`config.mk`:
```
export PLATFORM = sky130hd
export DESIGN_NAME = bnn_load_sequencer
export DESIGN_NICKNAME = d
export VERILOG_FILES = /design/src/rtl/bnn_load_sequencer.sv
export SDC_FILE = /design/constraint.sdc
export NUM_CORES = 1
export LEC_CHECK = 0
export CORE_AREA = 2 2 57 81
export DETAILED_ROUTE_END_ITERATION = 8
export DIE_AREA = 0 0 59 83
export DONT_BUFFER_PORTS = 1
export SLEW_MARGIN = 20
export SYNTH_ARGS = -nofsm -noshare
export SYNTH_HDL_FRONTEND = slang
export SYNTH_SLANG_ARGS = --single-unit
```
`constraint.sdc`:
```
create_clock -name clk -period 2.6 [get_ports clk]
set_input_delay 0.78 -clock clk [delete_from_list [all_inputs] [get_ports clk]]
set_output_delay 0.78 -clock clk [all_outputs]
set_load 0.005 [all_outputs]
```
`src/rtl/bnn_load_sequencer.sv`:
```
// ---------------------------------------------------------------------------------------------
// bnn_load_sequencer
//
// Front-end controller for the 8-8-4 BNN datapath. It streams NUM_NEURONS weight bytes into
// the datapath as two nibble beats per byte (low nibble first), then schedules single
// inferences: drive the input vector, wait out the datapath latency, capture the result.
//
// Optional feature macro: BNN_LOAD_CHECKSUM_EN
//   defined   : XOR checksum of the accepted bytes is compared against chk_expected when the
//               load completes; chk_err holds the outcome until the next load or reset.
//   undefined : chk_err is tied low, chk_expected is ignored.
//
// Ports
//   clk           system clock
//   reset         synchronous active-high reset
//   cfg_start     one-cycle request to begin a full weight load
//   wr_valid      weight byte valid
//   wr_data       weight byte (bit 0 = weight bit 0)
//   wr_ready      weight byte accepted this cycle when wr_valid is high
//   bnn_clear     one-cycle pulse resetting the datapath load pointer / nibble phase
//   nib_out       nibble on the datapath weight bus
//   nib_load_en   nibble strobe to the datapath
//   load_done     one-cycle pulse after the last nibble of the last byte
//   infer_valid   inference request
//   infer_x       inference input vector
//   infer_ready   inference request accepted this cycle when infer_valid is high
//   bnn_x         input vector driven to the datapath
//   bnn_y         datapath result
//   result        captured result
//   result_valid  result holds a fresh capture
//   busy          sequencer is neither idle nor ready
//   chk_expected  expected XOR checksum of the loaded bytes
//   chk_err       checksum mismatch flag
//
// INFER_LATENCY must be at least 1.
// ---------------------------------------------------------------------------------------------
module bnn_load_sequencer #(
    parameter int unsigned NUM_NEURONS   = 12,
    parameter int unsigned INFER_LATENCY = 2
) (
    input  logic       clk,
    input  logic       reset,
    input  logic       cfg_start,
    input  logic       wr_valid,
    input  logic [7:0] wr_data,
    output logic       wr_ready,
    output logic       bnn_clear,
    output logic [3:0] nib_out,
    output logic       nib_load_en,
    output logic       load_done,
    input  logic       infer_valid,
    input  logic [7:0] infer_x,
    output logic       infer_ready,
    output logic [7:0] bnn_x,
    input  logic [7:0] bnn_y,
    output logic [7:0] result,
    output logic       result_valid,
    output logic       busy,
    input  logic [7:0] chk_expected,
    output logic       chk_err
);

    localparam int unsigned CntW  = $clog2(NUM_NEURONS) + 1;
    localparam int unsigned WaitW = (INFER_LATENCY > 1) ? $clog2(INFER_LATENCY) : 1;

    localparam logic [CntW-1:0]  LastCnt  = CntW'(NUM_NEURONS - 1);
    localparam logic [WaitW-1:0] WaitLast = WaitW'(INFER_LATENCY - 1);

    typedef enum logic [2:0] {
        StIdle,
        StClear,
        StLWait,
        StLLo,
        StLHi,
        StReady,
        StIWait,
        StICap
    } state_e;

    state_e            state_q, state_d;
    logic [CntW-1:0]   cnt_q, cnt_d;
    logic [WaitW-1:0]  wait_q, wait_d;
    logic [7:0]        byte_q, byte_d;
    logic              loaded_q, loaded_d;

    // Registered outputs; their next values are decoded from the next state so each output
    // lines up with the state it belongs to.
    logic              wr_ready_q, wr_ready_d;
    logic              bnn_clear_q, bnn_clear_d;
    logic [3:0]        nib_out_q, nib_out_d;
    logic              nib_load_en_q, nib_load_en_d;
    logic              load_done_q, load_done_d;
    logic              infer_ready_q, infer_ready_d;
    logic [7:0]        bnn_x_q, bnn_x_d;
    logic [7:0]        result_q, result_d;
    logic              result_valid_q, result_valid_d;
    logic              busy_q, busy_d;

    logic              wr_accept;
    logic              infer_accept;

    // A load request in the same cycle outranks an inference request, so ready is withdrawn
    // for that cycle to keep valid&ready an exact acceptance indication.
    assign infer_ready  = infer_ready_q & ~cfg_start;
    assign wr_accept    = wr_valid & wr_ready_q;
    assign infer_accept = infer_valid & infer_ready;

    always_comb begin
        state_d        = state_q;
        cnt_d          = cnt_q;
        wait_d         = wait_q;
        byte_d         = byte_q;
        loaded_d       = loaded_q;
        bnn_x_d        = bnn_x_q;
        result_d       = result_q;
        result_valid_d = result_valid_q;
        load_done_d    = 1'b0;

        unique case (state_q)
            StIdle, StReady: begin
                if (cfg_start) begin
                    state_d = StClear;
                end else if (infer_accept) begin
                    bnn_x_d        = infer_x;
                    result_valid_d = 1'b0;
                    wait_d         = '0;
                    state_d        = StIWait;
                end
            end
            StClear: begin
                cnt_d   = '0;
                state_d = StLWait;
            end
            StLWait: begin
                if (wr_accept) begin
                    byte_d  = wr_data;
                    state_d = StLLo;
                end
            end
            // The high beat always follows the low beat so the datapath phase stays in step.
            StLLo: begin
                state_d = StLHi;
            end
            StLHi: begin
                cnt_d = cnt_q + CntW'(1);
                if (cnt_q == LastCnt) begin
                    state_d     = StReady;
                    loaded_d    = 1'b1;
                    load_done_d = 1'b1;
                end else if (wr_accept) begin
                    byte_d  = wr_data;
                    state_d = StLLo;
                end else begin
                    state_d = StLWait;
                end
            end
            StIWait: begin
                if (wait_q == WaitLast) begin
                    state_d = StICap;
                end else begin
                    wait_d = wait_q + WaitW'(1);
                end
            end
            StICap: begin
                result_d       = bnn_y;
                result_valid_d = 1'b1;
                state_d        = loaded_q ? StReady : StIdle;
            end
            default: begin
                state_d = StIdle;
            end
        endcase

        busy_d        = !((state_d == StIdle) || (state_d == StReady));
        infer_ready_d = !busy_d;
        bnn_clear_d   = (state_d == StClear);
        nib_load_en_d = (state_d == StLLo) || (state_d == StLHi);
        // In L_HI the byte counter still holds the completed-byte count for the current byte.
        wr_ready_d    = (state_d == StLWait) || ((state_d == StLHi) && (cnt_d != LastCnt));

        if (state_d == StLLo) begin
            nib_out_d = byte_d[3:0];
        end else if (state_d == StLHi) begin
            nib_out_d = byte_d[7:4];
        end else begin
            nib_out_d = 4'h0;
        end
    end

    always_ff @(posedge clk) begin
        if (reset) begin
            state_q        <= StIdle;
            cnt_q          <= '0;
            wait_q         <= '0;
            byte_q         <= '0;
            loaded_q       <= 1'b0;
            wr_ready_q     <= 1'b0;
            bnn_clear_q    <= 1'b0;
            nib_out_q      <= '0;
            nib_load_en_q  <= 1'b0;
            load_done_q    <= 1'b0;
            infer_ready_q  <= 1'b0;
            bnn_x_q        <= '0;
            result_q       <= '0;
            result_valid_q <= 1'b0;
            busy_q         <= 1'b0;
        end else begin
            state_q        <= state_d;
            cnt_q          <= cnt_d;
            wait_q         <= wait_d;
            byte_q         <= byte_d;
            loaded_q       <= loaded_d;
            wr_ready_q     <= wr_ready_d;
            bnn_clear_q    <= bnn_clear_d;
            nib_out_q      <= nib_out_d;
            nib_load_en_q  <= nib_load_en_d;
            load_done_q    <= load_done_d;
            infer_ready_q  <= infer_ready_d;
            bnn_x_q        <= bnn_x_d;
            result_q       <= result_d;
            result_valid_q <= result_valid_d;
            busy_q         <= busy_d;
        end
    end

    assign wr_ready     = wr_ready_q;
    assign bnn_clear    = bnn_clear_q;
    assign nib_out      = nib_out_q;
    assign nib_load_en  = nib_load_en_q;
    assign load_done    = load_done_q;
    assign bnn_x        = bnn_x_q;
    assign result       = result_q;
    assign result_valid = result_valid_q;
    assign busy         = busy_q;

`ifdef BNN_LOAD_CHECKSUM_EN
    logic [7:0] acc_q, acc_d;
    logic       chk_err_q, chk_err_d;

    always_comb begin
        acc_d     = acc_q;
        chk_err_d = chk_err_q;
        if (state_q == StClear) begin
            acc_d     = '0;
            chk_err_d = 1'b0;
        end else if (wr_accept) begin
            acc_d = acc_q ^ wr_data;
        end
        // The final byte is always accepted before its L_HI cycle, so acc_q is complete here.
        if (load_done_d) begin
            chk_err_d = (acc_q != chk_expected);
        end
    end

    always_ff @(posedge clk) begin
        if (reset) begin
            acc_q     <= '0;
            chk_err_q <= 1'b0;
        end else begin
            acc_q     <= acc_d;
            chk_err_q <= chk_err_d;
        end
    end

    assign chk_err = chk_err_q;
`else
    logic unused_chk_expected;
    assign unused_chk_expected = ^chk_expected;
    assign chk_err             = 1'b0;
`endif

endmodule

```
==> Yosys cells after proc, flatten, opt, wreduce, memory -nomap -nowiden <==
Cells that the tools add are included.
{ "classes": {"div_mod_pow": 0, "magnitude_cmp": 0, "n_mul": 0, "bitwise": 5, "add_sub_neg": 2, "n_mux": 20, "n_eq_ne": 16, "shift": 0, "reduce_logical": 15} }
{ "op_table": {"columns": ["op", "n"], "rows": [
  ["3-bit case mux with 7 select lines", 1],
  ["3-bit == test (second input constant)", 6],
  ["3-bit two-way mux", 6],
  ["8-bit two-way mux", 2],
  ["8-bit case mux with 2 select lines", 1],
  ["3-bit by 2-bit == test with 1-bit output (second input constant)", 4],
  ["5-bit case mux with 2 select lines", 1],
  ["3-bit AND reduction", 3],
  ["4-bit two-way mux", 2],
  ["3-bit by 1-bit == test with 1-bit output (second input constant)", 2],
  ["3-bit zero test", 2],
  ["5-bit by 1-bit adder with 5-bit output (second input constant)", 1],
  ["5-bit by 4-bit == test with 1-bit output (second input constant)", 1],
  ["1-bit two-way mux", 5],
  ["5-bit by 4-bit != test with 1-bit output (second input constant)", 1],
  ["2-bit != test (second input constant)", 2],
  ["1-bit case mux with 2 select lines", 2],
  ["2-bit nonzero test", 2],
  ["2-bit OR reduction", 2],
  ["1-bit bitwise AND", 3],
  ["1-bit logical OR", 3],
  ["1-bit NOT", 2],
  ["2-bit AND reduction", 1],
  ["1-bit adder (second input constant)", 1],
  ["other kinds (2)", 2]
]} }
{ "totals": {"mem_bits_ro": 0, "out_inout_bits": 28, "latchBits": 0, "memories": 0, "ff_bits": 45, "ram_bits": 0, "inputBits": 37} }

==> Longest topological paths before layout <==
{ "logic_depth": {"word_depth": 9, "depth_mapped": 7, "ltp_nobuf": 6} }

==> Worst setup path before layout <==
Ideal clock, no wire load.
{ "synth_path": {"path_kind": "input to register", "startpoint": "in cfg_start", "endpoint": "reg bnn_x_q[0], in the netlist bnn_x[0]", "n_path_buf": 1, "setup_slack_ps": 665, "t_required_ps": 2472, "stages": 5, "arrival_ps": 1807, "cell_sequence": "nand3b_1 > or4_1 > buf_6 > mux2i_1 > nor2_1"} }
{ "synth_via": {"elab_chain_len": 4} }
{ "synth_rtl": {"columns": ["item", "line_no", "rtl"], "rows": [
  ["from (decl)", "43", "input logic cfg_start,"],
  ["1-bit NOT (no source line) *", null, null],
  ["1-bit bitwise AND", "104", "assign infer_ready = infer_ready_q & ~cfg_start;"],
  ["1-bit bitwise AND", "106", "assign infer_accept = infer_valid & infer_ready;"],
  ["3-bit AND reduction (no source line) *", null, null],
  ["to (signal assigned)", "219", "bnn_x_q <= bnn_x_d;"],
  ["to (decl)", "94", "logic [7:0] bnn_x_q, bnn_x_d;"]
]} }
Every way passes the cells marked *; elsewhere a longest branch is shown, timed or not.
A chain may end at the register's enable or synchronous reset.

==> Final worst setup path <==
{ "layout_path": {"startpoint": "reg state_q[2]", "endpoint": "reg bnn_x_q[0], in the netlist bnn_x[0]"} }
{ "layout_via": {"elab_chain_len": 3, "elab_cells_between_ends": 4, "cone_classes": "eq/ne (1); reduce/logical (3)"} }
{ "layout_rtl": {"columns": ["item", "line_no", "rtl"], "rows": [
  ["from (decl)", "80", "state_e state_q, state_d;"],
  ["from (signal assigned)", "192", "state_q <= StIdle;"],
  ["from (signal assigned)", "208", "state_q <= state_d;"],
  ["3-bit == test / 3-bit zero test (equally long branches)", "119", "unique case (state_q)"],
  ["2-bit OR reduction *", "119", null],
  ["3-bit AND reduction (no source line) *", null, null]
]} }
Marked as above.

==> flow_summary.ini <==
[clocking]
clockBufferDepth = 2
cts_tree = done
h-tree-depth = 2
clock-root-buffer = clkbuf_8
holdBufCountCts = 0
clk_latency_ps = 300
post_cts_buffers = 0
clk_pin_slew_ps = 80
cts_sinks = 41
postCtsResizedCells = 0
cts_made_buffers = 5

[critical_path]
cpMaxStageDelayCell = or4_1
critPathTopFamily = simple AND/OR/NAND/NOR gates
cp-end-kind = flop
rrSetupSlack_ps = 570
critPathMaxStageDelay_ps = 780
required_ps = 2800
crit_chain = nor2_1 > or4_1 > mux2i_1 > nor2_1
worst_setup_path_start_kind = flop
critical_path_peak_fanout = 20
crit_top_cell = nor2_1
cp.arrival_ps = 2230
worst-path-buf-inv = 0
worstSetupPathType = reg -> reg

[die]
dieHeight_um = 83
fp-row-count = 28
core_area_um2 = 4130
fp.dieW_um = 59
ios = 65
initial_core_util_pct = 44.2
design.die.area_um2 = 4900

[finish]
fin_nets = 234
fin_cells = 242
antennaDiodeCount = 0
drive_gt1_share_pct = 9.64
synthToLayoutAreaGrowth_pct = 3.56

[grt]
grt_util_met1_pct = 18.3
grt_pass1_vias = 1323
grt_overflow = 0
use_met2_pct = 26.7
grt_start_max_net_pins = 41
grt-busiest-layer = met2
antenna_found_initial = 0
grt_usage_pct = 15.9
met3_usage_pct = 4.52
grt_pass1_wl_um = 6000

[sta]
worst_slew_margin_rel_pct = 59.1
final-hold-violation-count = 0
finalSetupViolCount = 0
rsz0062_at_grt = no
fmax_mhz = 492
finClkSkew_ps = 6.13
hold_ws_ps = 464
fin_crit_ps = 2030
finalCritPeriodShare_pct = 78.2
fin_setup_tns_ps = 0
worst_pin_slew_ps = 613
slew_violations = 0

[power_and_ir_drop]
peakVddDrop_uv = 426
power.density_nw_per_um2 = 917
p_leak_nw = 0.713
power_mw = 1.73

[yosys]
ys.flop_type = dfxtp_1
synth_most_common_cell = dfxtp_1
syn-cell-area_um2 = 1830
synthTopCellsByArea = dfxtp_1 (45%), mux2i_1 (7.7%), nor2_1 (6.6%)
synth_common_cells = dfxtp_1 (41), nor2_1 (32), nand2_1 (20)
synth_seq_cells = 41
synth_edf_count = 0
synth.distinct_cells = 47
yosys.area.top_type_share_pct = 45.0
yosysTopAreaCell = dfxtp_1
ys_warn_count = 0
async_flop_share_pct = 0
synth_seq_area_share_pct = 45.0
syn_inst = 203
synth_nets = 241
postSynthAreaPerCell_um2 = 8.99

[outcome]
status = complete, no violations

[job]
drv_cap = 0

[placed_design]
gp_congestion = 0.874
post-dp-hpwl_um = 2660
port_buffers = 0
dp_cells = 234

[drt]
drt-initial-drc-count = 78
vias = 1371
wl_per_cell_um = 15.5
wl_um = 3760
first_pass_iters = 4
ant_nets = 0
vias_per_cell = 5.67
drcViolationCount = 0

[min_path]
hold_path_class = reg -> reg
metrics by stage:
step	instance area [µm²]	setup WS [ps]	utilization [%]
finish	1890	566	45.7
global route	1890	396	45.7
CTS	1890	580	45.7
detailed placement	1800	447	43.5
global placement	1800	487	43.5
floorplan	1830	665	-
report_power, final:
| part | switching [mW] | leakage (nW) | internal (mW) | total (mW) |
|---|---|---|---|---|
| logic | 0.240 | 0.336 | 0.222 | 0.462 |
| registers | 0.141 | 0.332 | 0.701 | 0.842 |
| clock network | 0.237 | 0.0447 | 0.194 | 0.430 |
cell usage in the layout (no fill, tap or decap), types with 2 or more instances in the layout:
master,synthesis,layout
nor2_1,32,32
nand3b_1,3,3
o31ai_1,2,2
dfxtp_1,41,41
mux2i_1,14,14
nand3_1,2,2
nand2b_1,2,2
nand4bb_1,2,2
and3_1,2,2
nor3b_2,2,2
nor3_1,3,3
o21ai_1,2,2
a21oi_1,17,17
xnor2_1,3,3
a22oi_1,6,6
nand2_1,20,20
inv_1,3,3
and2b_1,2,2
clkbuf_8,0,5
and2_1,2,2
o21ai_0,2,2
nor2b_1,5,5
layout make-up:
type	instances	area, µm²
inverters	4	15.0
multi-input cells	143	897
repair buffers	1	7.51
clock buffers	5	68.8
flip-flops and latches	41	821
well taps	45	56.3
fillers	420	2240
clock inverters	3	25.0
flip-flops by register name (all words and copies together), names as in the netlist, 3 cells and up:
register,cells
nib_out,4
result,8
byte_q,4
cnt_q,5
state_q,3
bnn_x,8
logic make-up after synthesis:
| kind of cell | after synthesis | synth area share (%) |
|---|---|---|
| AOI/OAI and AO/OA | 39 | 14.5 |
| xor gates and xnor gates | 4 | 1.92 |
| adders and majority gates | 1 | 0.685 |
| buffers and inverters | 19 | 5.89 |
| DFF | 41 | 45.0 |
| muxes | 15 | 8.29 |
| other | 1 | 0.205 |
| and+or+nand+nor | 83 | 23.5 |
path summary, 6_finish.rpt:
path	startpoint	endpoint	cells past startpoint
max reg2reg	state_q[2]$_SDFF_PP0_	bnn_x[0]$_SDFFE_PP0P_	4
min reg2reg	loaded_q$_SDFFE_PP0P_	loaded_q$_SDFFE_PP0P_	2
min	loaded_q$_SDFFE_PP0P_	loaded_q$_SDFFE_PP0P_	2
max	state_q[2]$_SDFF_PP0_	bnn_x[0]$_SDFFE_PP0P_	4
worst register-to-register path, stage by stage (launching register included):
cell	delay [ps]
dfxtp_1	700
nor2_1	140
or4_1	780
mux2i_1	260
nor2_1	60
metal layers:
layer / share of wire (%) / wire length, µm
met5: 0 / 0
met3: 4.6 / 172
met1: 41 / 1530
met2: 52 / 1970
met4: 2.5 / 93
No activity file was read; power rests on OpenSTA's default activity.
